`src/rtl/int_result_buffer_if.sv`:
```
// Handshake and control bundle between the ALU/pipeline side (master) and int_result_buffer (slave).
interface int_result_buffer_if #(
    parameter int SPEC_STATES     = 4,
    parameter int RESULT_LEN      = 32,
    parameter int WAKEUP_RESP_LEN = 8
);
    logic                       Flush;
    logic                       Kill_Enable;
    logic [SPEC_STATES-1:0]     Kill_VKillMask;
    logic                       Resolve_Enable;
    logic [SPEC_STATES-1:0]     Resolve_Mask;
    logic                       In_Valid;
    logic [RESULT_LEN-1:0]      In_ResultBus;
    logic [WAKEUP_RESP_LEN-1:0] In_WakeupResp;
    logic [SPEC_STATES-1:0]     In_KillMask;
    logic                       In_Ready;
    logic                       Out_Valid;
    logic [RESULT_LEN-1:0]      Out_ResultBus;
    logic [WAKEUP_RESP_LEN-1:0] Out_WakeupResp;
    logic                       Out_Grant;

    modport master (
        output Flush, Kill_Enable, Kill_VKillMask, Resolve_Enable, Resolve_Mask,
        output In_Valid, In_ResultBus, In_WakeupResp, In_KillMask, Out_Grant,
        input  In_Ready, Out_Valid, Out_ResultBus, Out_WakeupResp
    );

    modport slave (
        input  Flush, Kill_Enable, Kill_VKillMask, Resolve_Enable, Resolve_Mask,
        input  In_Valid, In_ResultBus, In_WakeupResp, In_KillMask, Out_Grant,
        output In_Ready, Out_Valid, Out_ResultBus, Out_WakeupResp
    );
endinterface

```
`src/rtl/int_result_buffer.sv`:
```
// In-order result FIFO between the integer ALU and the writeback/wakeup arbiter, with kill/resolve/flush.
// Optional same-cycle bypass of an empty buffer is enabled by defining RESULT_BUF_BYPASS_EN.
module int_result_buffer #(
    parameter int DEPTH           = 2,
    parameter int PTR_W           = 1,
    parameter int SPEC_STATES     = 4,
    parameter int RESULT_LEN      = 32,
    parameter int WAKEUP_RESP_LEN = 8
) (
    input  logic                clk,
    input  logic                rst_n,
    int_result_buffer_if.slave  bus
);
    localparam int CNT_W = PTR_W + 1;
    localparam logic [CNT_W-1:0] FULL_CNT = CNT_W'(DEPTH);

    logic [DEPTH-1:0]           valid_q, valid_d;
    logic [SPEC_STATES-1:0]     kmask_q  [DEPTH];
    logic [SPEC_STATES-1:0]     kmask_d  [DEPTH];
    logic [RESULT_LEN-1:0]      result_q [DEPTH];
    logic [WAKEUP_RESP_LEN-1:0] wakeup_q [DEPTH];
    logic [PTR_W-1:0]           head_q, head_d, tail_q, tail_d;
    logic [CNT_W-1:0]           count_q, count_d;

    logic                       in_ready;
    logic                       kill_in;
    logic                       push_ok;
    logic                       head_kill;
    logic                       head_live;
    logic                       empty;
    logic                       pop;
    logic                       write_en;
    logic [SPEC_STATES-1:0]     res_clr;
`ifdef RESULT_BUF_BYPASS_EN
    logic                       bypass;
`endif

    // In_Ready looks only at the registered count, so a same-cycle pop never frees a slot for a push.
    assign in_ready     = (count_q != FULL_CNT);
    assign bus.In_Ready = in_ready;

    // NOTE: every always_comb output gets a default at the top so no path can infer a latch.
    always_comb begin
        empty     = (count_q == '0);
        kill_in   = bus.Kill_Enable & |(bus.In_KillMask & bus.Kill_VKillMask);
        push_ok   = bus.In_Valid & in_ready & ~bus.Flush & ~kill_in;
        head_kill = bus.Kill_Enable & |(kmask_q[head_q] & bus.Kill_VKillMask);
        head_live = valid_q[head_q] & ~head_kill & ~bus.Flush;
        pop       = (head_live & bus.Out_Grant) | (~empty & ~valid_q[head_q]);
`ifdef RESULT_BUF_BYPASS_EN
        bypass    = empty & push_ok;
        write_en  = push_ok & ~(bypass & bus.Out_Grant);
`else
        write_en  = push_ok;
`endif

        bus.Out_Valid      = head_live;
        bus.Out_ResultBus  = head_live ? result_q[head_q] : '0;
        bus.Out_WakeupResp = head_live ? wakeup_q[head_q] : '0;
`ifdef RESULT_BUF_BYPASS_EN
        if (bypass) begin
            bus.Out_Valid      = 1'b1;
            bus.Out_ResultBus  = bus.In_ResultBus;
            bus.Out_WakeupResp = bus.In_WakeupResp;
        end
`endif
    end

    // Kill is evaluated against the pre-resolve masks held in kmask_q.
    always_comb begin
        res_clr = bus.Resolve_Enable ? bus.Resolve_Mask : '0;
        for (int i = 0; i < DEPTH; i++) begin
            valid_d[i] = valid_q[i] & ~(bus.Kill_Enable & |(kmask_q[i] & bus.Kill_VKillMask));
            kmask_d[i] = kmask_q[i] & ~res_clr;
        end
        head_d  = head_q + PTR_W'(pop);
        tail_d  = tail_q + PTR_W'(write_en);
        count_d = count_q;

        if (pop) valid_d[head_q] = 1'b0;
        if (write_en) begin
            valid_d[tail_q] = 1'b1;
            kmask_d[tail_q] = bus.In_KillMask & ~res_clr;
        end

        case ({write_en, pop})
            2'b10:   count_d = count_q + CNT_W'(1);
            2'b01:   count_d = count_q - CNT_W'(1);
            default: count_d = count_q;
        endcase

        if (bus.Flush) begin
            valid_d = '0;
            head_d  = '0;
            tail_d  = '0;
            count_d = '0;
        end
    end

    // NOTE: sequential state uses non-blocking assignments only, so every flop samples pre-edge values.
    always_ff @(posedge clk or negedge rst_n) begin
        if (!rst_n) begin
            valid_q <= '0;
            head_q  <= '0;
            tail_q  <= '0;
            count_q <= '0;
        end else begin
            valid_q <= valid_d;
            head_q  <= head_d;
            tail_q  <= tail_d;
            count_q <= count_d;
        end
    end

    // NOTE: payload storage is not reset; an entry's contents are only observed while its valid bit is set.
    always_ff @(posedge clk) begin
        kmask_q <= kmask_d;
        if (write_en) begin
            result_q[tail_q] <= bus.In_ResultBus;
            wakeup_q[tail_q] <= bus.In_WakeupResp;
        end
    end

`ifndef SYNTHESIS
    // Offering a result while the buffer is full drops it; a flush discards the input anyway.
    in_valid_while_full_a : assert property (
        @(posedge clk) disable iff (!rst_n || bus.Flush) !(bus.In_Valid && !bus.In_Ready)
    );
`endif
endmodule

```
`src/flat_wrapper.sv`:
```
// flat-port wrapper written by rule: the top's interface ports become plain ports
module int_result_buffer_flat 
#(
    parameter int DEPTH           = 2,
    parameter int PTR_W           = 1,
    parameter int SPEC_STATES     = 4,
    parameter int RESULT_LEN      = 32,
    parameter int WAKEUP_RESP_LEN = 8
)
  (clk, rst_n, bus_Flush, bus_Kill_Enable, bus_Kill_VKillMask, bus_Resolve_Enable, bus_Resolve_Mask, bus_In_Valid, bus_In_ResultBus, bus_In_WakeupResp, bus_In_KillMask, bus_Out_Grant, bus_In_Ready, bus_Out_Valid, bus_Out_ResultBus, bus_Out_WakeupResp);
  int_result_buffer_if #(.SPEC_STATES(SPEC_STATES), .RESULT_LEN(RESULT_LEN), .WAKEUP_RESP_LEN(WAKEUP_RESP_LEN)) bus_i ();
  input  logic clk;
  input  logic rst_n;
  input wire logic [$bits(bus_i.Flush)-1:0] bus_Flush;
  input wire logic [$bits(bus_i.Kill_Enable)-1:0] bus_Kill_Enable;
  input wire logic [$bits(bus_i.Kill_VKillMask)-1:0] bus_Kill_VKillMask;
  input wire logic [$bits(bus_i.Resolve_Enable)-1:0] bus_Resolve_Enable;
  input wire logic [$bits(bus_i.Resolve_Mask)-1:0] bus_Resolve_Mask;
  input wire logic [$bits(bus_i.In_Valid)-1:0] bus_In_Valid;
  input wire logic [$bits(bus_i.In_ResultBus)-1:0] bus_In_ResultBus;
  input wire logic [$bits(bus_i.In_WakeupResp)-1:0] bus_In_WakeupResp;
  input wire logic [$bits(bus_i.In_KillMask)-1:0] bus_In_KillMask;
  input wire logic [$bits(bus_i.Out_Grant)-1:0] bus_Out_Grant;
  output wire logic [$bits(bus_i.In_Ready)-1:0] bus_In_Ready;
  output wire logic [$bits(bus_i.Out_Valid)-1:0] bus_Out_Valid;
  output wire logic [$bits(bus_i.Out_ResultBus)-1:0] bus_Out_ResultBus;
  output wire logic [$bits(bus_i.Out_WakeupResp)-1:0] bus_Out_WakeupResp;
  assign bus_i.Flush = bus_Flush;
  assign bus_i.Kill_Enable = bus_Kill_Enable;
  assign bus_i.Kill_VKillMask = bus_Kill_VKillMask;
  assign bus_i.Resolve_Enable = bus_Resolve_Enable;
  assign bus_i.Resolve_Mask = bus_Resolve_Mask;
  assign bus_i.In_Valid = bus_In_Valid;
  assign bus_i.In_ResultBus = bus_In_ResultBus;
  assign bus_i.In_WakeupResp = bus_In_WakeupResp;
  assign bus_i.In_KillMask = bus_In_KillMask;
  assign bus_i.Out_Grant = bus_Out_Grant;
  assign bus_In_Ready = bus_i.In_Ready;
  assign bus_Out_Valid = bus_i.Out_Valid;
  assign bus_Out_ResultBus = bus_i.Out_ResultBus;
  assign bus_Out_WakeupResp = bus_i.Out_WakeupResp;
  int_result_buffer #(.DEPTH(DEPTH), .PTR_W(PTR_W), .SPEC_STATES(SPEC_STATES), .RESULT_LEN(RESULT_LEN), .WAKEUP_RESP_LEN(WAKEUP_RESP_LEN)) u_core (.clk(clk), .rst_n(rst_n), .bus(bus_i));
endmodule
```
`config.mk`:
```
export PLATFORM = sky130hd
export DESIGN_NAME = int_result_buffer_flat
export DESIGN_NICKNAME = d
export VERILOG_FILES = /design/src/rtl/int_result_buffer_if.sv /design/src/rtl/int_result_buffer.sv /design/src/flat_wrapper.sv
export SDC_FILE = /design/constraint.sdc
export NUM_CORES = 1
export LEC_CHECK = 0
export ABC_AREA = 1
export CAP_MARGIN = 20
export CORE_AREA = 4 4 92 94
export DETAILED_ROUTE_END_ITERATION = 6
export DIE_AREA = 0 0 96 98
export PLACE_DENSITY = 0.94
export REMOVE_ABC_BUFFERS = 1
export SLEW_MARGIN = 25
export SYNTH_ARGS = -nofsm -noshare
export SYNTH_HDL_FRONTEND = slang
export SYNTH_SLANG_ARGS = --single-unit
```
`constraint.sdc`:
```
create_clock -name clk -period 4.6 [get_ports clk]
set_input_delay 1.15 -clock clk [delete_from_list [all_inputs] [get_ports clk]]
set_output_delay 1.15 -clock clk [all_outputs]
set_load 0.005 [all_outputs]
```
==> flow_summary.yaml <==
drt:
  dr.pass1.iters: 5
  met2_length_um: 4490
  dr.first_iter.drc_count: 107
  wl_met1_um: 3390
  drt-total-wl_um: 8500
  drc: 0
  vias: 2826
  top_layer: "met4"
  drtAntennaViolNets: 0
  vias_per_cell: 5.12
  wl_met3_um: 496
  routedWlPerCell_um: 15.4
setup_path:
  arrival_ps: 3020
  cp-start-kind: "input port"
  r2r_start: "u_core.head_q"
  critPathMaxFanout: 16
  critical_path_required_ps: 3450
  worstSetupPathType: "in2out"
  setup.worst_path.end_class: "output pin"
  reg2regPathDepth: 10
  rrSetupSlack_ps: 2560
  r2r-end: "u_core.count_q[1]"
final_layout:
  layout_common_cells: "122 x nand2_1, 100 x clkdlybuf4s50_1, 80 x edfxtp_1, 39 x a21oi_2"
  area_growth_pct: 33.8
  final_common_cell: "nand2_1"
  final_area_mm2: 0.00530
  drive_above_1_share_pct: 15.3
  final_nets: 506
  antennaDiodeCount: 0
power:
  ir_drop_mv: 0.215
  leakage_nw: 1.87
  finalPower_w: 0.00231
  power.density_mw_per_mm2: 436
placed_design:
  placed_area_mm2: 0.00508
  place_congestion: 0.828
  post-place-ws_ps: 429
  port_buffers: 100
  dp_hpwl_um: 5920
sta:
  fin_crit_sh_pct: 90.7
  post-route-worst-setup-slack_ps: 426
  setup_violations: 0
  clock_skew_ps: 6.88
  relSlewSlack_pct: 67.1
  timing.final.crit_period_ps: 4170
  hold_slack_ps: 531
  rsz0062_at_grt: "no"
  fin_setup_tns_ps: 0
  tightest_slew_ps: 493
  fmax_mhz: 240
  finalHoldViolations: 0
  slew_violations: 0
yosys:
  synth_cell_type_count: 22
  synth_seq_area_share_pct: 68.5
  synth_area_mm2: 0.00396
  netlist_instances: 340
  netlist.area_leader.share_pct: 60.6
  synth_top_cell_by_area: "edfxtp_1"
  synth-compound-area-share_pct: 12.0
  synthAdderAreaFrac_pct: 0.632
  synth_top_family_by_area: "simple AND/OR/NAND/NOR gates"
  synth-xor-area-share_pct: 0
  avgSynthCellArea_um2: 11.7
  synth_area_leaders: "edfxtp_1 61%, nand2_1 12%, a21oi_2 8.6%"
  yosys.area_share.simple_pct: 15.4
  ys_warn_count: 0
  yosys_register_bits: 94
  synth_mux_area_share_pct: 0
worst_hold_path:
  hold_path_depth: 2
  hold_path.class: "reg2reg"
  min-delay-start: "u_core.kmask_q[6]"
  worstHoldEndpoint: "u_core.kmask_q[6]"
cts:
  numCtsBuffers: 9
  root_buffer: "clkbuf_8"
  ctsHoldBuffers: 0
  htreeDepth: 3
  post_cts_buffers: 0
  postCtsResizedCells: 0
  clk-insertion-delay-late_ps: 340
  clk_pin_slew_ps: 80
  cts_sinks: 94
  clockBufferDepth: 2
  cts_tree: "built"
floorplan:
  die-area_mm2: 0.00941
  row_count: 32
  dieHeight_um: 98
  die_w_um: 96
  num_io_pins: 101
  core_area_mm2: 0.00765
  start_util_pct: 51.8
grt:
  grt_pass1_wl_um: 13200
  globalRouteTotalUtil_pct: 18.3
  grt_overflow: 0
  antenna_found_initial: 0
  grt_max_degree: 44
  grt_pass1_vias: 2891
run:
  maxCapViolations: 0
outcome:
  outcome: "finished, final reports clean"
-- layout make-up --
class / instances / area (um2)
Clock inverter: 7 / 96.3
Fill cell: 550 / 2350
Timing Repair Buffer: 108 / 1070
Tap cell: 102 / 128
Sequential cell: 94 / 2710
Inverter: 14 / 52.6
Multi-Input combinational cell: 218 / 1110
Clock buffer: 9 / 124
-- stage by stage --
step	instances	util, %
6_report	552	69.3
5_1_grt	552	69.3
4_1_cts	552	69.3
3_5_place_dp	536	66.4
3_3_place_gp	536	66.4
2_1_floorplan	326	-
-- layer usage --
layer / vias to the layer above / track usage [%]
li1: 1384 / -
met1: 1338 / 20.8
met2: 93 / 32.8
met3: 11 / 4.24
met4: 0 / 6.67
met5: - / 0
-- registers in the layout (all words and copies together) (netlist names) --
register / flops
u_core.wakeup_q: 16
u_core.valid_q: 2
u_core.kmask_q: 8
u_core.tail_q: 1
u_core.head_q: 1
u_core.count_q: 2
u_core.result_q: 64
-- cells by family (layout without fill, tap and decap cells) --
family                     count (synthesis)  in the layout
adders and majority gates                  2              2
AOI/OAI and AO/OA                         63             63
and+or+nand+nor                          153            153
buffers and inverters                     28            138
DFF                                       94             94
-- power breakdown --
part / internal, W / leakage [nW] / switching [W]
Sequential: 0.000986 / 0.871 / 0.0000570
Combinational: 0.000287 / 0.897 / 0.000396
Clock: 0.000307 / 0.103 / 0.000278
Total: 0.00158 / 1.87 / 0.000731
-- worst max-delay path by stage --
stage	startpoint	to	depth (start not counted)
after detailed placement	bus_Kill_VKillMask[1]	bus_Out_ResultBus[15]	9
after global placement	bus_Kill_VKillMask[1]	bus_Out_ResultBus[26]	9
final	bus_Kill_VKillMask[1]	bus_Out_WakeupResp[0]	9
after floorplan	u_core.head_q	bus_Out_ResultBus[16]	7
after global routing	bus_Kill_VKillMask[1]	bus_Out_ResultBus[26]	9
after CTS	bus_Kill_VKillMask[1]	bus_Out_ResultBus[15]	9
-- worst max-delay path, stage by stage --
cell and delay (ps):
clkdlybuf4s50_1 470, o21a_1 140, o21ai_1 90, o2111ai_1 120, nand2_1 90, nand2_2 80
buf_4 230, a21oi_2 150, clkdlybuf4s50_1 510
-- Yosys cell counts (all sizes together) --
cell type / count
nand2: 125
edfxtp: 80
a21oi: 43
o21ai: 15
inv: 14
nand3: 13
nor2: 11
clkbuf: 8
dfxtp: 8
buf: 6
dfrtp: 6
nand4: 4
o21a: 3
ha: 2
a21boi: 1
o2111ai: 1
(Power assumes the default switching activity.)
